`src/rtl/combo_lock_pkg.sv`:
```
// Shared types and 7-segment glyphs for the combination-lock controller.
// Glyphs are active-low {g,f,e,d,c,b,a}.
package combo_lock_pkg;

  typedef enum logic [1:0] {
    CLOSED  = 2'd0,
    ARMED   = 2'd1,
    OPEN    = 2'd2,
    LOCKOUT = 2'd3
  } state_t;

  localparam logic [6:0] SEG_C     = 7'h46;
  localparam logic [6:0] SEG_L     = 7'h47;
  localparam logic [6:0] SEG_O     = 7'h40;
  localparam logic [6:0] SEG_S     = 7'h12;
  localparam logic [6:0] SEG_E     = 7'h06;
  localparam logic [6:0] SEG_D     = 7'h21;
  localparam logic [6:0] SEG_T     = 7'h07;
  localparam logic [6:0] SEG_R     = 7'h2F;
  localparam logic [6:0] SEG_Y     = 7'h11;
  localparam logic [6:0] SEG_EQ    = 7'h37;
  localparam logic [6:0] SEG_P     = 7'h0C;
  localparam logic [6:0] SEG_N     = 7'h48;
  localparam logic [6:0] SEG_I     = 7'h79;
  localparam logic [6:0] SEG_BLANK = 7'h7F;

  localparam logic [6:0] DIGIT_GLYPH [10] = '{
    7'h40, 7'h79, 7'h24, 7'h30, 7'h19, 7'h12, 7'h02, 7'h78, 7'h00, 7'h10
  };

endpackage

```
`src/rtl/combo_lock_if.sv`:
```
// Switch/button inputs and display/status outputs of the combination lock.
interface combo_lock_if #(
  parameter int unsigned CODE_W    = 8,
  parameter int unsigned MAX_TRIES = 3
);
  localparam int unsigned TRY_W = $clog2(MAX_TRIES + 1);

  logic              en;
  logic              submit;
  logic              prog;
  logic [CODE_W-1:0] passcode_attempt;
  logic [6:0]        led0;
  logic [6:0]        led1;
  logic [6:0]        led2;
  logic [6:0]        led3;
  logic [6:0]        led4;
  logic [6:0]        led5;
  logic              unlocked;
  logic              locked_out;
  logic [TRY_W-1:0]  tries_left;

  modport master (
    output en, submit, prog, passcode_attempt,
    input  led0, led1, led2, led3, led4, led5, unlocked, locked_out, tries_left
  );

  modport slave (
    input  en, submit, prog, passcode_attempt,
    output led0, led1, led2, led3, led4, led5, unlocked, locked_out, tries_left
  );
endinterface

```
`src/rtl/combo_lock_ctrl_seg7.sv`:
```
// Decimal digit to active-low 7-segment glyph; values above 9 show blank.
module seg7_digit
  import combo_lock_pkg::*;
(
  input  logic [3:0] val,
  output logic [6:0] seg_c
);
  always_comb begin
    seg_c = SEG_BLANK;
    if (val <= 4'd9) seg_c = DIGIT_GLYPH[val];
  end
endmodule

```
`src/rtl/combo_lock_ctrl.sv`:
```
// Clocked combination-lock controller with tries tracking, timed lockout and
// six-digit display. Define COMBO_LOCK_CODE_PROG_EN to allow reprogramming in OPEN.
module combo_lock_ctrl
  import combo_lock_pkg::*;
#(
  parameter int unsigned       CODE_W        = 8,
  parameter logic [CODE_W-1:0] DEFAULT_CODE  = CODE_W'(8'h49),
  parameter int unsigned       MAX_TRIES     = 3,
  parameter int unsigned       LOCKOUT_SEC   = 5,
  parameter int unsigned       TICKS_PER_SEC = 50_000_000
) (
  input logic          clk,
  input logic          rst_n,
  combo_lock_if.slave  bus
);
  localparam int unsigned TRY_W  = $clog2(MAX_TRIES + 1);
  localparam int unsigned SEC_W  = 7;
  localparam int unsigned TICK_W = (TICKS_PER_SEC > 1) ? $clog2(TICKS_PER_SEC) : 1;
  localparam logic [41:0] DISP_CLOSED = {SEG_C, SEG_L, SEG_O, SEG_S, SEG_E, SEG_D};

  state_t            state_q, state_d;
  logic [TRY_W-1:0]  tries_q, tries_d;
  logic [SEC_W-1:0]  sec_q, sec_d;
  logic [TICK_W-1:0] tick_q, tick_d;
  logic              sub_q;
  logic              sub_edge;
  logic [5:0][6:0]   disp_q, disp_d;
  logic              unlocked_q, unlocked_d;
  logic              locked_q, locked_d;
  logic [CODE_W-1:0] code_val;
  logic              flash_d;
  logic [6:0]        tries_seg_c, tens_seg_c, units_seg_c;

`ifdef COMBO_LOCK_CODE_PROG_EN
  logic [CODE_W-1:0] code_q, code_d;
  assign code_val = code_q;

  always_ff @(posedge clk) begin
    if (!rst_n) code_q <= DEFAULT_CODE;
    else        code_q <= code_d;
  end
`else
  logic unused_prog;
  assign unused_prog = bus.prog;
  assign code_val    = DEFAULT_CODE;
  assign flash_d     = 1'b0;
`endif

  assign sub_edge = bus.submit & ~sub_q;

  // Next-state logic; en falling beats a coincident submit edge.
  always_comb begin
    state_d = state_q;
    tries_d = tries_q;
    sec_d   = sec_q;
    tick_d  = tick_q;
`ifdef COMBO_LOCK_CODE_PROG_EN
    code_d  = code_q;
    flash_d = 1'b0;
`endif
    case (state_q)
      CLOSED: if (bus.en) state_d = ARMED;
      ARMED: begin
        if (!bus.en) begin
          state_d = CLOSED;
        end else if (sub_edge) begin
          if (bus.passcode_attempt == code_val) begin
            state_d = OPEN;
            tries_d = TRY_W'(MAX_TRIES);
          end else if (tries_q == TRY_W'(1)) begin
            state_d = LOCKOUT;
            tries_d = '0;
            sec_d   = SEC_W'(LOCKOUT_SEC);
            tick_d  = '0;
          end else begin
            tries_d = tries_q - TRY_W'(1);
          end
        end
      end
      OPEN: begin
        if (!bus.en) state_d = CLOSED;
`ifdef COMBO_LOCK_CODE_PROG_EN
        else if (sub_edge && bus.prog) begin
          code_d  = bus.passcode_attempt;
          flash_d = 1'b1;
        end
`endif
        else if (sub_edge) state_d = ARMED;
      end
      LOCKOUT: begin
        if (tick_q == TICK_W'(TICKS_PER_SEC - 1)) begin
          tick_d = '0;
          if (sec_q == SEC_W'(1)) begin
            tries_d = TRY_W'(MAX_TRIES);
            state_d = bus.en ? ARMED : CLOSED;
          end else begin
            sec_d = sec_q - SEC_W'(1);
          end
        end else begin
          tick_d = tick_q + TICK_W'(1);
        end
      end
      default: state_d = CLOSED;
    endcase
  end

  seg7_digit u_tries (.val(4'(tries_d)),             .seg_c(tries_seg_c));
  seg7_digit u_tens  (.val(4'(sec_d / SEC_W'(10))),  .seg_c(tens_seg_c));
  seg7_digit u_units (.val(4'(sec_d % SEC_W'(10))),  .seg_c(units_seg_c));

  // Display/status decode from the next state so registered outputs track it.
  always_comb begin
    disp_d     = DISP_CLOSED;
    unlocked_d = 1'b0;
    locked_d   = 1'b0;
    case (state_d)
      CLOSED: disp_d = DISP_CLOSED;
      ARMED:  disp_d = {SEG_T, SEG_R, SEG_Y, SEG_S, SEG_EQ, tries_seg_c};
      OPEN: begin
        unlocked_d = 1'b1;
        if (flash_d) disp_d = {SEG_S, SEG_E, SEG_T, SEG_BLANK, SEG_BLANK, SEG_BLANK};
        else         disp_d = {SEG_O, SEG_P, SEG_E, SEG_N, SEG_BLANK, SEG_BLANK};
      end
      LOCKOUT: begin
        locked_d = 1'b1;
        disp_d   = {SEG_D, SEG_E, SEG_N, SEG_BLANK, tens_seg_c, units_seg_c};
      end
      default: disp_d = DISP_CLOSED;
    endcase
  end

  always_ff @(posedge clk) begin
    if (!rst_n) begin
      state_q    <= CLOSED;
      tries_q    <= TRY_W'(MAX_TRIES);
      sec_q      <= '0;
      tick_q     <= '0;
      sub_q      <= 1'b1;
      disp_q     <= DISP_CLOSED;
      unlocked_q <= 1'b0;
      locked_q   <= 1'b0;
    end else begin
      state_q    <= state_d;
      tries_q    <= tries_d;
      sec_q      <= sec_d;
      tick_q     <= tick_d;
      sub_q      <= bus.submit;
      disp_q     <= disp_d;
      unlocked_q <= unlocked_d;
      locked_q   <= locked_d;
    end
  end

  assign bus.led0       = disp_q[0];
  assign bus.led1       = disp_q[1];
  assign bus.led2       = disp_q[2];
  assign bus.led3       = disp_q[3];
  assign bus.led4       = disp_q[4];
  assign bus.led5       = disp_q[5];
  assign bus.unlocked   = unlocked_q;
  assign bus.locked_out = locked_q;
  assign bus.tries_left = tries_q;

endmodule

```
`src/flat_wrapper.sv`:
```
// flat-port wrapper written by rule: the top's interface ports become plain ports
module combo_lock_ctrl_flat import combo_lock_pkg::*;
#(
  parameter int unsigned       CODE_W        = 8,
  parameter logic [CODE_W-1:0] DEFAULT_CODE  = CODE_W'(8'h49),
  parameter int unsigned       MAX_TRIES     = 3,
  parameter int unsigned       LOCKOUT_SEC   = 5,
  parameter int unsigned       TICKS_PER_SEC = 50_000_000
)
  (clk, rst_n, bus_en, bus_submit, bus_prog, bus_passcode_attempt, bus_led0, bus_led1, bus_led2, bus_led3, bus_led4, bus_led5, bus_unlocked, bus_locked_out, bus_tries_left);
  combo_lock_if #(.CODE_W(CODE_W), .MAX_TRIES(MAX_TRIES)) bus_i ();
  input logic clk;
  input logic rst_n;
  input wire logic [$bits(bus_i.en)-1:0] bus_en;
  input wire logic [$bits(bus_i.submit)-1:0] bus_submit;
  input wire logic [$bits(bus_i.prog)-1:0] bus_prog;
  input wire logic [$bits(bus_i.passcode_attempt)-1:0] bus_passcode_attempt;
  output wire logic [$bits(bus_i.led0)-1:0] bus_led0;
  output wire logic [$bits(bus_i.led1)-1:0] bus_led1;
  output wire logic [$bits(bus_i.led2)-1:0] bus_led2;
  output wire logic [$bits(bus_i.led3)-1:0] bus_led3;
  output wire logic [$bits(bus_i.led4)-1:0] bus_led4;
  output wire logic [$bits(bus_i.led5)-1:0] bus_led5;
  output wire logic [$bits(bus_i.unlocked)-1:0] bus_unlocked;
  output wire logic [$bits(bus_i.locked_out)-1:0] bus_locked_out;
  output wire logic [$bits(bus_i.tries_left)-1:0] bus_tries_left;
  assign bus_i.en = bus_en;
  assign bus_i.submit = bus_submit;
  assign bus_i.prog = bus_prog;
  assign bus_i.passcode_attempt = bus_passcode_attempt;
  assign bus_led0 = bus_i.led0;
  assign bus_led1 = bus_i.led1;
  assign bus_led2 = bus_i.led2;
  assign bus_led3 = bus_i.led3;
  assign bus_led4 = bus_i.led4;
  assign bus_led5 = bus_i.led5;
  assign bus_unlocked = bus_i.unlocked;
  assign bus_locked_out = bus_i.locked_out;
  assign bus_tries_left = bus_i.tries_left;
  combo_lock_ctrl #(.CODE_W(CODE_W), .DEFAULT_CODE(DEFAULT_CODE), .MAX_TRIES(MAX_TRIES), .LOCKOUT_SEC(LOCKOUT_SEC), .TICKS_PER_SEC(TICKS_PER_SEC)) u_core (.clk(clk), .rst_n(rst_n), .bus(bus_i));
endmodule
```
`config.mk`:
```
export PLATFORM = sky130hd
export DESIGN_NAME = combo_lock_ctrl_flat
export DESIGN_NICKNAME = d
export VERILOG_FILES = /design/src/rtl/combo_lock_pkg.sv /design/src/rtl/combo_lock_if.sv /design/src/rtl/combo_lock_ctrl_seg7.sv /design/src/rtl/combo_lock_ctrl.sv /design/src/flat_wrapper.sv
export SDC_FILE = /design/constraint.sdc
export NUM_CORES = 1
export LEC_CHECK = 0
export CORE_AREA = 2 2 89 91
export CTS_CLUSTER_SIZE = 28
export DETAILED_ROUTE_END_ITERATION = 8
export DIE_AREA = 0 0 91 93
export PLACE_DENSITY = 0.79
export SETUP_SLACK_MARGIN = 0.05
export SLEW_MARGIN = 15
export SYNTH_ARGS = -nofsm -noshare
export SYNTH_HDL_FRONTEND = slang
export SYNTH_SLANG_ARGS = --single-unit
```
`constraint.sdc`:
```
create_clock -name clk -period 5.8 [get_ports clk]
set_input_delay 0.87 -clock clk [delete_from_list [all_inputs] [get_ports clk]]
set_output_delay 0.87 -clock clk [all_outputs]
set_load 0.01 [all_outputs]
```
* Word level (Yosys, flattened, before mapping)
Memory sizes are Yosys's and may differ from the RTL's.
Cells that the tools add are included.
** Storage, ports and cells
- Register bits :: 82
- ROM bits :: 336
- Bits of input ports :: 13
- Output and inout port bits :: 46
- Word-level logic and storage cells :: 93
- Memories kept :: 3
** Cells by class
- Add/sub/neg operators :: 3
- Div/mod/pow operators :: 2
- $lt $le $gt $ge :: 6
- Eq/ne operators :: 14
- Mux-type cells :: 43
- Bitwise logic cells :: 5
- Reduce and logical (&&, ||, !) cells :: 4
** Memories
- (no name shown) :: depth 16, bits a word 7, read ports 1, clocked after memory_dff 0, write ports 0, line combo_lock_ctrl_seg7.sv:10 : if (val <= 4'd9) seg_c = DIGIT_GLYPH[val];
- (no name shown) :: depth 16, bits a word 7, read ports 1, clocked after memory_dff 0, write ports 0, line combo_lock_ctrl_seg7.sv:10
- (no name shown) :: depth 16, bits a word 7, read ports 1, clocked after memory_dff 0, write ports 0, line combo_lock_ctrl_seg7.sv:10
** Operator list (number)
- case mux 42 bit (4 select lines) :: 1
- 2-to-1 mux 26 bit :: 5
- 2-to-1 mux 7 bit :: 15
- case mux 26 bit (2 select lines) :: 1
- 2-to-1 mux 2 bit :: 15
- adder 26 x 1 -> 26 bit, second input constant :: 1
- equality test 26 bit, second input constant :: 1
- >= comparator 5 bit, second input constant :: 3
- case mux 7 bit (2 select lines) :: 1
- inverter 4 -> 5 bit :: 2
- equality test 2 bit, second input constant :: 4
- equality test 8 x 7 -> 1 bit, second input constant :: 1
- <= comparator 4 bit, second input constant :: 2
- case mux 2 bit (4 select lines) :: 1
- divider 7 x 4 -> 7 bit, second input constant :: 1
- equality test 7 x 1 -> 1 bit, second input constant :: 1
- remainder unit 7 x 4 -> 7 bit, second input constant :: 1
- subtractor 7 x 1 -> 7 bit, second input constant :: 1
- equality test 2 x 1 -> 1 bit, second input constant :: 3
- inverter 2 -> 5 bit :: 1
- AND reduction 5 bit :: 1
- <= comparator 2 x 4 -> 1 bit, second input constant :: 1
- logical NOT 2 bit :: 2
- != test 2 x 1 -> 1 bit, second input constant :: 2
- other kinds (7) :: 10

* Logic depth before layout (Yosys ltp)
- Depth in word-level cells :: 13
- Gate-level depth with buffers :: 21
- Gate-level depth less buffers :: 20

* Cells and area by module
Synthesis repeated with hierarchy kept, for this count alone.
** Second synthesis, totals
- Cell total of the unflattened synthesis :: 520
- Area total of the unflattened synthesis :: 4149.0 sq um
** Modules (own cells, without submodules)
- combo_lock_ctrl :: times used 1, cells each 430, area an instance 3529.6 sq um, sequential area each 1241.2 sq um
- seg7_digit :: times used 3, cells each 30, area an instance 206.4 sq um, sequential area each 0.0 sq um

* Worst setup path after synthesis
Ideal clock, no wire load.
- Path kind :: input port to flip-flop
- From :: input bus_passcode_attempt[5]
- To :: register u_core.disp_q (netlist bit u_core.bus.led1[4])
- Setup time :: 0.138 ns
- Arrival :: 4.680 ns
- Required time :: 5.662 ns
- Slack :: 0.982 ns
- Stages on the path :: 18
- Buffers on the path :: 1
- Cell sequence :: or4b_2 o211ai_1 nand2_1 mux2i_1 a211oi_1 a221o_1 a32oi_1 and2_1 inv_1 ha_1 clkbuf_1 o21a_1 nand2_1 ha_1 o21ai_0 o21a_1 o21ai_0 a21oi_1
** Between the ends
- Word-level cells in the longest chain between the ends :: 12
- Elaborated cells between the ends (all ways) :: 21
- Classes of those cells :: 1 x div; 1 x order compare; 4 x eq/ne; 12 x mux; 1 x bitwise; 1 x reduce/logical; 1 x memory
** RTL lines
- from (decl) :: line flat_wrapper.sv:17 : input wire logic [$bits(bus_i.passcode_attempt)-1:0] bus_passcode_attempt;
- equality test 8 x 7 -> 1 bit (*) :: line combo_lock_ctrl.sv:67 : if (bus.passcode_attempt == code_val) begin
- 2-to-1 mux 7 bit :: line combo_lock_ctrl.sv:67
- 2-to-1 mux 7 bit :: line combo_lock_ctrl.sv:66 : end else if (sub_edge) begin
- 2-to-1 mux 7 bit :: line combo_lock_ctrl.sv:64 : if (!bus.en) begin
- case mux 7 bit (2 select lines) :: line combo_lock_ctrl.sv:61 : case (state_q)
- divider 7 x 4 -> 7 bit :: line combo_lock_ctrl.sv:108 : seg7_digit u_tens (.val(4'(sec_d / SEC_W'(10))), .seg_c(tens_seg_c));
- inverter 4 -> 5 bit (implied by the code) :: line combo_lock_ctrl_seg7.sv:10
- memory (16 x 7 bit)
- 2-to-1 mux 7 bit (implied by the code) (2 in a row) :: line combo_lock_ctrl_seg7.sv:10
- 2-to-1 mux 7 bit :: line combo_lock_ctrl_seg7.sv:10
- case mux 42 bit (4 select lines) (*) :: line combo_lock_ctrl.sv:116 : case (state_d)
- to (signal assigned) :: line combo_lock_ctrl.sv:148 : disp_q <= disp_d;
- to (decl) :: line combo_lock_ctrl.sv:27 : logic [5:0][6:0] disp_q, disp_d;
Every way passes the cells marked *; elsewhere a longest branch is shown, timed or not. The select of a mux whose other input is x is not followed.
A chain may end at the register's enable or synchronous reset.

* Final worst setup path
- From :: input bus_passcode_attempt[3]
- To :: register u_core.disp_q (netlist bit u_core.bus.led0[5])
** Between the ends
- Word-level cells in the longest chain between the ends :: 12
- Elaborated cells between the ends (all ways) :: 31
- Classes of those cells :: 1 x div; 2 x order compare; 4 x eq/ne; 19 x mux; 2 x bitwise; 1 x reduce/logical; 2 x memory
** RTL lines
- equality test 8 x 7 -> 1 bit (*) :: line combo_lock_ctrl.sv:67
- 2-to-1 mux 7 bit :: line combo_lock_ctrl.sv:67
- 2-to-1 mux 7 bit :: line combo_lock_ctrl.sv:66
- 2-to-1 mux 7 bit :: line combo_lock_ctrl.sv:64
- case mux 7 bit (2 select lines) :: line combo_lock_ctrl.sv:61
- remainder unit 7 x 4 -> 7 bit :: line combo_lock_ctrl.sv:109 : seg7_digit u_units (.val(4'(sec_d % SEC_W'(10))), .seg_c(units_seg_c));
- inverter 4 -> 5 bit (implied by the code) :: line combo_lock_ctrl_seg7.sv:10
- memory (16 x 7 bit)
- 2-to-1 mux 7 bit (implied by the code) (2 in a row) :: line combo_lock_ctrl_seg7.sv:10
- 2-to-1 mux 7 bit :: line combo_lock_ctrl_seg7.sv:10
- case mux 42 bit (4 select lines) (*) :: line combo_lock_ctrl.sv:116
Marked as above.

==> summary.json <==
{
  "post_cts_resized": 0,
  "worstHoldPathType": "flip-flop to flip-flop",
  "timing.clock.skew_ns": 0.00894,
  "fp-row-count": 32,
  "r2r_cells": 19,
  "gpl.final_weighted_congestion": 0.866,
  "timing.final.crit_period_ns": 5.31,
  "groute.layer.met2.usage_pct": 40.6,
  "rsz0062_at_grt": "no",
  "vias": 3850,
  "critical_path.max_fanout": 9,
  "highest_count_cells_in_the_layout_ignoring_fill_and_taps": "nor2_1 (66), dfxtp_1 (62), clkdlybuf4s50_1 (52)",
  "power.ir.vdd_worst_v": 0.000110,
  "postRouteWirelength_um": 10100,
  "layout-drive-gt1-share_pct": 8.09,
  "initial_core_util_pct": 53.2,
  "async_sr_flop_fraction_pct": 0,
  "routed_wl_per_cell_um": 15.6,
  "detailedRoute.firstIterationViolations": 237,
  "dp.final_hpwl_um": 7600,
  "post_synth_inst_count": 504,
  "layout-area-overhead-vs-synth_pct": 16.8,
  "grt_max_degree": 23,
  "critical_path.reg2reg.endpoint": "u_core.bus.led0[5]",
  "r2r_start": "u_core.tick_q[0]",
  "vias_per_cell": 5.96,
  "synth_seq_area_share_pct": 31.0,
  "power_density_nw_per_um2": 186,
  "mappedNetlistArea_um2": 4000,
  "worst_hold_path.endpoint": "u_core.tick_q[13]",
  "drt_drc_violations_left": 0,
  "die_area_um2": 8460,
  "fmax_mhz": 188,
  "clock_tree.buffer_depth": 2,
  "finalNonFillerCells": 646,
  "cap_violations": 0,
  "ctsRootBufferMaster": "clkbuf_8",
  "syn-mean-instance-area_um2": 7.94,
  "startpoint_type": "input port",
  "fin_nets": 569,
  "number_of_hold_repair_buffers_added_at_the_cts_stage": 0,
  "yosysWarningCount": 0,
  "number_of_enable_type_register_cells_in_the_synthesized_netlist": 0,
  "clk-insertion-delay-late_ns": 0.35,
  "antennaDiodeCount": 0,
  "ys_seq_elements": 62,
  "crit_path_end_kind": "flip-flop",
  "finalPower_mw": 0.869,
  "cts_setup_buffers": 0,
  "route.antenna.remaining_nets": 0,
  "final_core_util_pct": 62.1,
  "cp_data_arrival_time_ns": 5.55,
  "required_ns": 6.04,
  "final.period_utilization_pct": 91.6,
  "min-delay-start": "u_core.tick_q[13]",
  "timing.slew.headroom_pct": 41.9,
  "fillers": 692,
  "ys_dominant_reg_cell": "dfxtp_1",
  "grt_most_used_layer": "met2",
  "globalRouteTotalUtil_pct": 24.2,
  "via_count_of_the_first_global_routing_pass": 3603,
  "netlist-cell-type-count": 74,
  "ios": 59,
  "placed_cells_incl_taps": 630,
  "port_buffers": 52,
  "timing_max_transition_violations_final": 0,
  "setup_viol": 0,
  "cts.sink_count": 62,
  "clk_pin_slew_ns": 0.07,
  "use_met3_pct": 5.48,
  "worst_slew_pin_slew_ns": 0.871,
  "rrSetupSlack_ns": 0.70,
  "total_leakage_power_nw": 1.73,
  "final_common_cell": "nor2_1",
  "clock_tree.htree_level_count": 3,
  "met1_routing_resource_usage_after_global_routing_pct": 30.7,
  "worst-setup-path-type": "input port to flip-flop",
  "overflow": 0,
  "cts-buffers-inserted": 9,
  "finalInstanceArea_um2": 4680,
  "setup_total_negative_slack_ns": 0,
  "chipHeight_um": 93,
  "core_area_um2": 7530,
  "post_dp_cell_area_um2": 4480,
  "timing.final.hold_violations": 0,
  "tritoncts_clock_tree": "done",
  "first_pass_iters": 6,
  "outcome": "completed",
  "hold_depth": 2,
  "chipWidth_um": 91,
  "first_pass_grt_wire_length_um": 16700,
  "grt_antenna_before_repair": 0
}
[layer usage]
| layer | wire length, µm | vias to the layer above | part of all wire [%] |
|---|---|---|---|
| met5 | 0 | - | 0 |
| met4 | 212 | 0 | 2.1 |
| met3 | 563 | 25 | 5.6 |
| met2 | 4860 | 117 | 48 |
| met1 | 4430 | 1824 | 44 |
| li1 | - | 1884 | - |
[critical path, stage by stage]
cell,delay [ns]
clkdlybuf4s50_1,0.48
nor4bb_1,0.47
a211o_1,0.27
o21ai_0,0.14
o211ai_1,0.52
nor2_2,0.17
a221o_1,0.39
a32oi_1,0.31
and2_1,0.25
inv_1,0.06
ha_1,0.23
buf_4,0.19
nand3_1,0.10
o211a_1,0.25
inv_1,0.09
ha_1,0.19
nor2b_1,0.15
nand2_1,0.07
a311o_1,0.35
[area by class of cell]
| class | count | area, µm² | share of cell area, % |
|---|---|---|---|
| multi-input cells | 387 | 2460 | 52.7 |
| inverters | 21 | 78.8 | 1.69 |
| clock buffers | 11 | 141 | 3.02 |
| well taps | 102 | 128 | 2.73 |
| clock inverters | 5 | 58.8 | 1.26 |
| repair buffers | 58 | 566 | 12.1 |
| flip-flops and latches | 62 | 1240 | 26.5 |
[sequential cells by signal, summed over array words and instances, names as in the netlist]
signal / flops
u_core.bus.led4: 3
u_core.sec_q: 7
u_core.sub_q: 1
u_core.bus.led2: 3
u_core.bus.led3: 2
u_core.bus.led1: 7
u_core.bus.tries_left: 2
u_core.tick_q: 26
u_core.bus.led0: 7
u_core.bus.led5: 3
u_core.state_q: 1
[power breakdown]
| group | internal, mW | switching [mW] |
|---|---|---|
| Clock | 0.210 | 0.179 |
| Sequential | 0.431 | 0.00254 |
| Combinational | 0.0227 | 0.0245 |
| Total | 0.664 | 0.206 |
[synthesized netlist by cell type, drive strengths merged, types with 3 or more instances]
cell type / number / area share (%)
nor2b: 3 / 0.47
o21a: 5 / 0.94
nor4: 9 / 1.9
mux2i: 4 / 1.0
or2: 7 / 1.1
a311oi: 6 / 1.5
a21oi: 29 / 3.7
a21o: 6 / 1.1
nand4: 9 / 1.6
a22oi: 3 / 0.56
o211a: 4 / 1.0
o21ai: 21 / 2.6
dfxtp: 62 / 31
ha: 17 / 5.3
xnor2: 3 / 0.66
or4: 5 / 0.94
clkbuf: 13 / 1.2
nor3b: 4 / 0.75
and3: 9 / 1.4
o211ai: 5 / 0.94
a31oi: 10 / 1.9
buf: 24 / 4.6
nand2b: 10 / 1.6
and4: 3 / 0.66
inv: 21 / 2.0
nor4b: 4 / 0.88
nor3: 11 / 1.4
nor2: 68 / 6.5
nand3: 16 / 2.0
and2: 8 / 1.3
nand3b: 4 / 0.75
xor2: 8 / 1.8
a211oi: 6 / 1.1
nand2: 43 / 4.0
or3: 4 / 0.63
mux2: 3 / 0.84
[cells by family (layout without fill, tap and decap cells)]
logic type / count (synthesis) / count (layout) / synth area share [%]
and+or+nand+nor: 223 / 223 / 29.3
AOI/OAI and AO/OA: 123 / 123 / 21.9
DFF: 62 / 62 / 31.0
buffers and inverters: 58 / 95 / 7.75
adders and majority gates: 18 / 18 / 5.56
xor gates and xnor gates: 11 / 11 / 2.41
muxes: 7 / 7 / 1.84
other: 2 / 5 / 0.188
[worst max path at each step]
stage,startpoint,endpoint,slack [ns],cells past startpoint
2_1_floorplan,bus_passcode_attempt[5],u_core.bus.led1[4],0.98,18
3_3_place_gp,bus_passcode_attempt[5],u_core.bus.led0[5],0.39,19
3_5_place_dp,bus_passcode_attempt[5],u_core.bus.led0[5],0.25,19
4_1_cts,bus_passcode_attempt[5],u_core.bus.led0[5],0.58,19
5_1_grt,bus_passcode_attempt[3],u_core.bus.led0[5],0.15,19
6_report,bus_passcode_attempt[3],u_core.bus.led0[5],0.49,19
[through the flow]
| stage | hold WS [ns] | setup slack (ns) |
|---|---|---|
| floorplan | 0.477 | 0.982 |
| finish | 0.518 | 0.488 |
| global placement | 0.500 | 0.387 |
| CTS | 0.520 | 0.582 |
| global route | 0.548 | 0.147 |
| detailed placement | 0.509 | 0.251 |
Power figures use the tool's default switching activity.
